===== src/rtl/gsim_residual_check_if.sv =====
// Bundle between the Gauss-Seidel solver stage and its residual checker:
// b frame capture, solution word capture, and the result outputs.
interface gsim_residual_check_if;
    logic        in_en;
    logic [15:0] b_in;
    logic        x_valid;
    logic [31:0] x_in;
    logic        done;
    logic        pass;
    logic [31:0] max_err;
    logic [3:0]  err_row;

    // Producer side: drives frames in, observes the verdict.
    modport master (
        output in_en, b_in, x_valid, x_in,
        input  done, pass, max_err, err_row
    );

    // Checker side.
    modport slave (
        input  in_en, b_in, x_valid, x_in,
        output done, pass, max_err, err_row
    );
endinterface


===== src/rtl/gsim_residual_check.sv =====
// Residual checker for the 16x16 banded Gauss-Seidel system.
// Captures b (integers) and x (Q16.16), then evaluates r = b - A*x one row per
// cycle and reports the worst |r|, its row, and a pass/fail verdict against TOL.
module gsim_residual_check #(
    parameter int          N   = 16,
    parameter logic [31:0] TOL = 32'h0000_1000
) (
    input  logic                  clk,
    input  logic                  reset,
    gsim_residual_check_if.slave  bus
);

    localparam logic [3:0] LAST = 4'(N - 1);

    typedef enum logic [2:0] {
        S_IDLE   = 3'd0,
        S_LOAD_B = 3'd1,
        S_WAIT_X = 3'd2,
        S_LOAD_X = 3'd3,
        S_CHECK  = 3'd4,
        S_DONE   = 3'd5
    } state_t;

    state_t       state_q, state_d;
    logic [3:0]   cnt_q, cnt_d;
    logic [15:0]  b_q [16];
    logic [15:0]  b_d [16];
    logic [31:0]  x_q [16];
    logic [31:0]  x_d [16];
    logic [31:0]  run_max_q, run_max_d;
    logic [3:0]   run_row_q, run_row_d;
    logic         done_q, done_d;
    logic         pass_q, pass_d;
    logic [31:0]  max_err_q, max_err_d;
    logic [3:0]   err_row_q, err_row_d;

    // Residual datapath signals for the row selected by cnt_q.
    logic signed [39:0] xc_s, s1_s, s2_s, s3_s;
    logic signed [39:0] ax_s, bsh_s, r_s, abs_s;
    logic [31:0]        mag_s;
    logic [31:0]        new_max_s;
    logic [3:0]         new_row_s;

    // Sign-extend a Q16.16 word into the 40-bit accumulator domain.
    function automatic logic signed [39:0] sx(input logic [31:0] v);
        sx = {{8{v[31]}}, v};
    endfunction

    // Saturate a non-negative 40-bit magnitude to the 31-bit positive range.
    function automatic logic [31:0] sat31(input logic signed [39:0] v);
        if (|v[39:31]) begin
            sat31 = 32'h7FFF_FFFF;
        end else begin
            sat31 = v[31:0];
        end
    endfunction

    // Banded row product and residual magnitude; missing neighbours read as zero.
    always_comb begin
        xc_s  = sx(x_q[cnt_q]);
        s1_s  = 40'sd0;
        s2_s  = 40'sd0;
        s3_s  = 40'sd0;
        if (cnt_q >= 4'd1)  s1_s = s1_s + sx(x_q[cnt_q - 4'd1]); else s1_s = s1_s;
        if (cnt_q <= 4'd14) s1_s = s1_s + sx(x_q[cnt_q + 4'd1]); else s1_s = s1_s;
        if (cnt_q >= 4'd2)  s2_s = s2_s + sx(x_q[cnt_q - 4'd2]); else s2_s = s2_s;
        if (cnt_q <= 4'd13) s2_s = s2_s + sx(x_q[cnt_q + 4'd2]); else s2_s = s2_s;
        if (cnt_q >= 4'd3)  s3_s = s3_s + sx(x_q[cnt_q - 4'd3]); else s3_s = s3_s;
        if (cnt_q <= 4'd12) s3_s = s3_s + sx(x_q[cnt_q + 4'd3]); else s3_s = s3_s;
        // 20x = 16x + 4x; 13s = 8s + 4s + s; 6s = 4s + 2s
        ax_s  = (xc_s <<< 4) + (xc_s <<< 2)
              + (s1_s <<< 3) + (s1_s <<< 2) + s1_s
              - ((s2_s <<< 2) + (s2_s <<< 1))
              + s3_s;
        bsh_s = {{8{b_q[cnt_q][15]}}, b_q[cnt_q], 16'h0000};
        r_s   = bsh_s - ax_s;
        if (r_s[39]) begin
            abs_s = -r_s;
        end else begin
            abs_s = r_s;
        end
        mag_s = sat31(abs_s);
        // Strict compare: a tie keeps the earlier (lower) row.
        if (mag_s > run_max_q) begin
            new_max_s = mag_s;
            new_row_s = cnt_q;
        end else begin
            new_max_s = run_max_q;
            new_row_s = run_row_q;
        end
    end

    // Frame sequencing: capture b, capture x, sweep rows, publish result.
    always_comb begin
        state_d   = state_q;
        cnt_d     = cnt_q;
        b_d       = b_q;
        x_d       = x_q;
        run_max_d = run_max_q;
        run_row_d = run_row_q;
        done_d    = 1'b0;
        pass_d    = pass_q;
        max_err_d = max_err_q;
        err_row_d = err_row_q;
        case (state_q)
            S_IDLE: begin
                if (bus.in_en) begin
                    b_d[0]  = bus.b_in;
                    cnt_d   = 4'd1;
                    state_d = S_LOAD_B;
                end else begin
                    cnt_d   = 4'd0;
                end
            end
            S_LOAD_B: begin
                if (bus.in_en) begin
                    b_d[cnt_q] = bus.b_in;
                    if (cnt_q == LAST) begin
                        cnt_d   = 4'd0;
                        state_d = S_WAIT_X;
                    end else begin
                        cnt_d   = cnt_q + 4'd1;
                    end
                end else begin
                    // Short frame: drop it and wait for a fresh one.
                    cnt_d   = 4'd0;
                    state_d = S_IDLE;
                end
            end
            S_WAIT_X, S_LOAD_X: begin
                if (bus.x_valid) begin
                    x_d[cnt_q] = bus.x_in;
                    if (cnt_q == LAST) begin
                        cnt_d     = 4'd0;
                        run_max_d = 32'h0000_0000;
                        run_row_d = 4'd0;
                        state_d   = S_CHECK;
                    end else begin
                        cnt_d     = cnt_q + 4'd1;
                        state_d   = S_LOAD_X;
                    end
                end else begin
                    cnt_d = cnt_q;
                end
            end
            S_CHECK: begin
                run_max_d = new_max_s;
                run_row_d = new_row_s;
                if (cnt_q == LAST) begin
                    cnt_d     = 4'd0;
                    done_d    = 1'b1;
                    pass_d    = (new_max_s <= TOL);
                    max_err_d = new_max_s;
                    err_row_d = new_row_s;
                    state_d   = S_DONE;
                end else begin
                    cnt_d     = cnt_q + 4'd1;
                end
            end
            S_DONE: begin
                state_d = S_IDLE;
            end
            default: begin
                cnt_d   = 4'd0;
                state_d = S_IDLE;
            end
        endcase
    end

    // State, storage and result registers; reset aborts any frame silently.
    always_ff @(posedge clk or posedge reset) begin
        if (reset) begin
            state_q   <= S_IDLE;
            cnt_q     <= 4'd0;
            for (int i = 0; i < 16; i++) begin
                b_q[i] <= 16'h0000;
                x_q[i] <= 32'h0000_0000;
            end
            run_max_q <= 32'h0000_0000;
            run_row_q <= 4'd0;
            done_q    <= 1'b0;
            pass_q    <= 1'b0;
            max_err_q <= 32'h0000_0000;
            err_row_q <= 4'd0;
        end else begin
            state_q   <= state_d;
            cnt_q     <= cnt_d;
            b_q       <= b_d;
            x_q       <= x_d;
            run_max_q <= run_max_d;
            run_row_q <= run_row_d;
            done_q    <= done_d;
            pass_q    <= pass_d;
            max_err_q <= max_err_d;
            err_row_q <= err_row_d;
        end
    end

    assign bus.done    = done_q;
    assign bus.pass    = pass_q;
    assign bus.max_err = max_err_q;
    assign bus.err_row = err_row_q;

endmodule


===== src/flat_wrapper.sv =====
// flat-port wrapper written by rule: the top's interface ports become plain ports
module gsim_residual_check_flat 
#(
    parameter int          N   = 16,
    parameter logic [31:0] TOL = 32'h0000_1000
)
  (clk, reset, bus_in_en, bus_b_in, bus_x_valid, bus_x_in, bus_done, bus_pass, bus_max_err, bus_err_row);
  gsim_residual_check_if bus_i ();
  input  logic clk;
  input  logic reset;
  input wire logic [$bits(bus_i.in_en)-1:0] bus_in_en;
  input wire logic [$bits(bus_i.b_in)-1:0] bus_b_in;
  input wire logic [$bits(bus_i.x_valid)-1:0] bus_x_valid;
  input wire logic [$bits(bus_i.x_in)-1:0] bus_x_in;
  output wire logic [$bits(bus_i.done)-1:0] bus_done;
  output wire logic [$bits(bus_i.pass)-1:0] bus_pass;
  output wire logic [$bits(bus_i.max_err)-1:0] bus_max_err;
  output wire logic [$bits(bus_i.err_row)-1:0] bus_err_row;
  assign bus_i.in_en = bus_in_en;
  assign bus_i.b_in = bus_b_in;
  assign bus_i.x_valid = bus_x_valid;
  assign bus_i.x_in = bus_x_in;
  assign bus_done = bus_i.done;
  assign bus_pass = bus_i.pass;
  assign bus_max_err = bus_i.max_err;
  assign bus_err_row = bus_i.err_row;
  gsim_residual_check #(.N(N), .TOL(TOL)) u_core (.clk(clk), .reset(reset), .bus(bus_i));
endmodule

===== config.mk =====
export PLATFORM = sky130hd
export DESIGN_NAME = gsim_residual_check_flat
export DESIGN_NICKNAME = d
export VERILOG_FILES = /design/src/rtl/gsim_residual_check_if.sv /design/src/rtl/gsim_residual_check.sv /design/src/flat_wrapper.sv
export SDC_FILE = /design/constraint.sdc
export NUM_CORES = 2
export LEC_CHECK = 0
export BUFFER_PORTS_ARGS = -buffer_cell sky130_fd_sc_hd__buf_2
export CAP_MARGIN = 20
export CORE_MARGIN = 5
export CORE_UTILIZATION = 30
export CTS_BUF_LIST = sky130_fd_sc_hd__clkbuf_8
export DETAILED_ROUTE_END_ITERATION = 16
export HOLD_SLACK_MARGIN = 0.06
export PLACE_DENSITY = 0.48
export SETUP_SLACK_MARGIN = 0.02
export SYNTH_ARGS = -nofsm -noshare
export SYNTH_HDL_FRONTEND = slang
export SYNTH_SLANG_ARGS = --single-unit

===== constraint.sdc =====
create_clock -name clk -period 34.5 [get_ports clk]
set_clock_uncertainty 0.15 [all_clocks]
set_input_delay 1.725 -clock clk [delete_from_list [all_inputs] [get_ports clk]]
set_output_delay 1.725 -clock clk [all_outputs]
set_load 0.01 [all_outputs]

==> results.sh <==
export IMPL_synth_edf_count=0
export IMPL_cts_sinks=849
export IMPL_place_area_sq_um=72650
export IMPL_whs_endpoint="u_core.bus.max_err[24]$_DFFE_PP0P_"
export IMPL_nets=5861
export IMPL_p_switching_uw=1976
export IMPL_avgSynthCellArea_sq_um=12.71
export IMPL_tns_ps=0
export IMPL_yosysTopAreaCell="dfrtp_1"
export IMPL_synth_top_cell_area_share_pct=30.92
export IMPL_ys_flop_type="dfrtp_1"
export IMPL_cts_resized_gates=0
export IMPL_max_cap_violations=0
export IMPL_routed_wirelength_mm=231.9
export IMPL_clock_latency_ps=960
export IMPL_max_clock_freq_mhz=52.32
export IMPL_area_growth_pct=10.98
export IMPL_dp_cells=8222
export IMPL_grt_util_all_layers_pct=19.25
export IMPL_multiInputGateArea_sq_um=44900
export IMPL_grt_max_degree=173
export IMPL_power_density_nw_per_um2=58.19
export IMPL_r2r_start="u_core.cnt_q[0]$_DFFE_PP0P_"
export IMPL_hold_class="reg2reg"
export IMPL_min_from="u_core.bus.max_err[24]$_DFFE_PP0P_"
export IMPL_grt_use_met3_pct=4.383
export IMPL_htree_levels=4
export IMPL_hold_viol_final=0
export IMPL_synth_nets=5879
export IMPL_worst_path_most_repeated_cell="a21oi_1"
export IMPL_antenna_left=0
export IMPL_cts_buffers=166
export IMPL_drive_gt1_share_pct=38.02
export IMPL_postCtsHoldBufs=0
export IMPL_via_count=48700
export IMPL_synth_area_leaders="dfrtp_1 31%, mux4_2 26%, mux2_2 13%"
export IMPL_initial_core_util_pct=30.17
export IMPL_stdcell_area_sq_um=76250
export IMPL_status="complete, no violations"
export IMPL_synth_commonest_cells="849 x dfrtp_1, 789 x mux2_2, 785 x mux4_2, 353 x inv_1, 274 x clkbuf_1"
export IMPL_cts_setup_buffers=0
export IMPL_die_area_sq_um=238700
export IMPL_nFillCells=22390
export IMPL_dp_hpwl_mm=159.3
export IMPL_ys_ff_latch=849
export IMPL_rsz0062_at_grt="no"
export IMPL_power_frac_seq_pct=23.1
export IMPL_use_met2_pct=30.63
export IMPL_syn_area_sq_um=68710
export IMPL_synth_distinct_cells=87
export IMPL_worst_slew_pin_slew_ps=1161
export IMPL_switching_share_pct=44.53
export IMPL_via_per_inst=5.706
export IMPL_p_leak_uw=0.03342
export IMPL_critPathMaxStageDelay_ps=860
export IMPL_yosysSeqAreaShare_pct=30.92
export IMPL_post_route_period_util_pct=55.40
export IMPL_p_int_uw=2461
export IMPL_worstSetupPathType="reg2reg"
export IMPL_rows=175
export IMPL_clkPwrFrac_pct=24.0
export IMPL_fin_hold_ws_ps=319.4
export IMPL_reg2reg_depth=68
export IMPL_crit_required_ps=35240
export IMPL_clock_path_buffers=3
export IMPL_antenna_found_initial=27
export IMPL_crit_slowest_cell="a311oi_1"
export IMPL_cts_tree="built"
export IMPL_cts_clk_slew_worst_paths_ps=70
export IMPL_reg2reg_to="u_core.bus.pass$_DFFE_PP0P_"
export IMPL_grt_busiest_layer="met2"
export IMPL_grt_pass1_wl_mm=342.2
export IMPL_worstSetupStartpointType="flop"
export IMPL_power_uw=4437
export IMPL_drtIter0Drc=4771
export IMPL_cp_arrival_ps=19850
export IMPL_route_detailed_drc=0
export IMPL_maxSlewHeadroom_pct=21.39
export IMPL_ios=90
export IMPL_core_sq_um=227700
export IMPL_numPortBuffers=89
export IMPL_dr_pass1_iters=6
export IMPL_fin_crit_ps=19110
export IMPL_grt_pass1_vias=48530
export IMPL_fp_dieW_um=488.6
export IMPL_die_height_um=488.6
export IMPL_setup_viol=0
export IMPL_layoutNonFillerInstCount=8536
export IMPL_pwr_share_comb_pct=52.8
export IMPL_use_met1_pct=26.37
export IMPL_worstSetupEndpointType="flop"
export IMPL_grt_overflow=0
export IMPL_wire_per_inst_um=27.17
export IMPL_vdd_ir_drop_max_uv=134.1
export IMPL_regArea_sq_um=21260
export IMPL_yosys_warnings=0
export IMPL_yosys_cell_count_top_type="dfrtp_1"
export IMPL_holdPathStages=2
export IMPL_root_buffer="clkbuf_8"
export IMPL_ff2ff_setup_slack_ps=15390
export IMPL_report_final_slew_viol_count=0
export IMPL_synthArstFlopShare_pct=100.0
export IMPL_place_congestion=0.8750
export IMPL_crit_fanout=56
export IMPL_postSynthCellCount=5406
worst max-delay path by stage:
stage                                           start                     endpoint  slack (ps)  cells after the start
after floorplan                                 reset    u_core.b_q[0]$_DFFE_PP0P_        8770                      1
after global placement    u_core.cnt_q[0]$_DFFE_PP0P_  u_core.bus.pass$_DFFE_PP0P_       15150                     69
after detailed placement  u_core.cnt_q[0]$_DFFE_PP0P_  u_core.bus.pass$_DFFE_PP0P_       14900                     68
after CTS                 u_core.cnt_q[0]$_DFFE_PP0P_  u_core.bus.pass$_DFFE_PP0P_       14870                     68
after global routing      u_core.cnt_q[0]$_DFFE_PP0P_  u_core.bus.pass$_DFFE_PP0P_       13740                     71
final                     u_core.cnt_q[0]$_DFFE_PP0P_  u_core.bus.pass$_DFFE_PP0P_       15390                     68
area by class of cell:
cell class | count | share of cell area [%]
repair buffers | 200 | 1.981
inverters | 353 | 1.748
multi-input cells | 3818 | 58.88
clock inverters | 94 | 0.9041
diodes | 12 | 0.03938
well taps | 3009 | 4.937
clock buffers | 201 | 3.628
flip-flops and latches | 849 | 27.88
routing by layer:
layer	wire length (um)	up-vias
met4	6686	18
met5	123	-
met2	107900	1886
met1	100800	25890
met3	16430	375
li1	-	20540
critical path: cells and delay by family (launching register included):
kind                       cells  cell delay [ps]
AOI/OAI and AO/OA             34             7620
adders and majority gates      8             3630
and+or+nand+nor               12             2580
buffers and inverters          9             2330
muxes                          4             1570
DFF                            1              810
xor gates and xnor gates       1               90
logic make-up (layout without fill, tap and decap cells):
logic type | count (synthesis) | after routing | synth area share [%]
simple gates | 800 | 800 | 5.598
flops | 849 | 849 | 30.92
compound gates | 734 | 734 | 7.060
mux | 1624 | 1624 | 39.39
fa+ha+maj | 437 | 437 | 10.01
buf+inv | 739 | 848 | 4.139
xor+xnor | 222 | 222 | 2.874
other cells | 1 | 13 | 0.005458
flip-flops by register name (all words and copies together), names as in the netlist:
signal,cells
u_core.b_q,256
u_core.bus.done,1
u_core.bus.err_row,4
u_core.bus.max_err,32
u_core.bus.pass,1
u_core.cnt_q,4
u_core.run_max_q,32
u_core.run_row_q,4
u_core.state_q,3
u_core.x_q,512
power by group through the flow:
| stage | logic (uW) | clock network (uW) | registers, uW |
|---|---|---|---|
| 5_1_grt | 2560 | 1150 | 1030 |
| 2_1_floorplan | 1650 | 0 | 1040 |
| 4_1_cts | 2310 | 1110 | 1030 |
| 3_3_place_gp | 2300 | 0 | 1040 |
| 6_report | 2340 | 1070 | 1030 |
| 3_5_place_dp | 2300 | 0 | 1040 |
placed cells by master (no fill, tap or decap), types with 26 or more instances in the layout:
| master | Yosys | layout |
|---|---|---|
| nand3_1 | 56 | 54 |
| dfrtp_1 | 849 | 845 |
| nor2_1 | 182 | 175 |
| o21bai_1 | 45 | 45 |
| xor2_1 | 71 | 67 |
| nor3_1 | 38 | 36 |
| o22ai_1 | 40 | 40 |
| mux2i_1 | 50 | 49 |
| and2_1 | 107 | 107 |
| mux4_2 | 785 | 785 |
| xnor2_1 | 148 | 143 |
| a21o_1 | 81 | 81 |
| nor2b_1 | 26 | 26 |
| o21ai_0 | 146 | 145 |
| buf_4 | 1 | 93 |
| buf_2 | 22 | 89 |
| clkbuf_8 | 0 | 201 |
| a21oi_1 | 161 | 160 |
| a211oi_1 | 68 | 68 |
| mux2_2 | 789 | 789 |
| ha_1 | 228 | 226 |
| fa_1 | 193 | 193 |
| nand2_1 | 256 | 242 |
| inv_1 | 353 | 411 |
metrics by stage:
| step | setup WS, ps | util, % |
|---|---|---|
| 2_1_floorplan | 8770 | - |
| 3_3_place_gp | 15150 | 31.84 |
| 3_5_place_dp | 14900 | 31.90 |
| 4_1_cts | 14870 | 33.42 |
| 5_1_grt | 13740 | 33.48 |
| 6_report | 15390 | 33.49 |
Power figures use the tool's default switching activity.
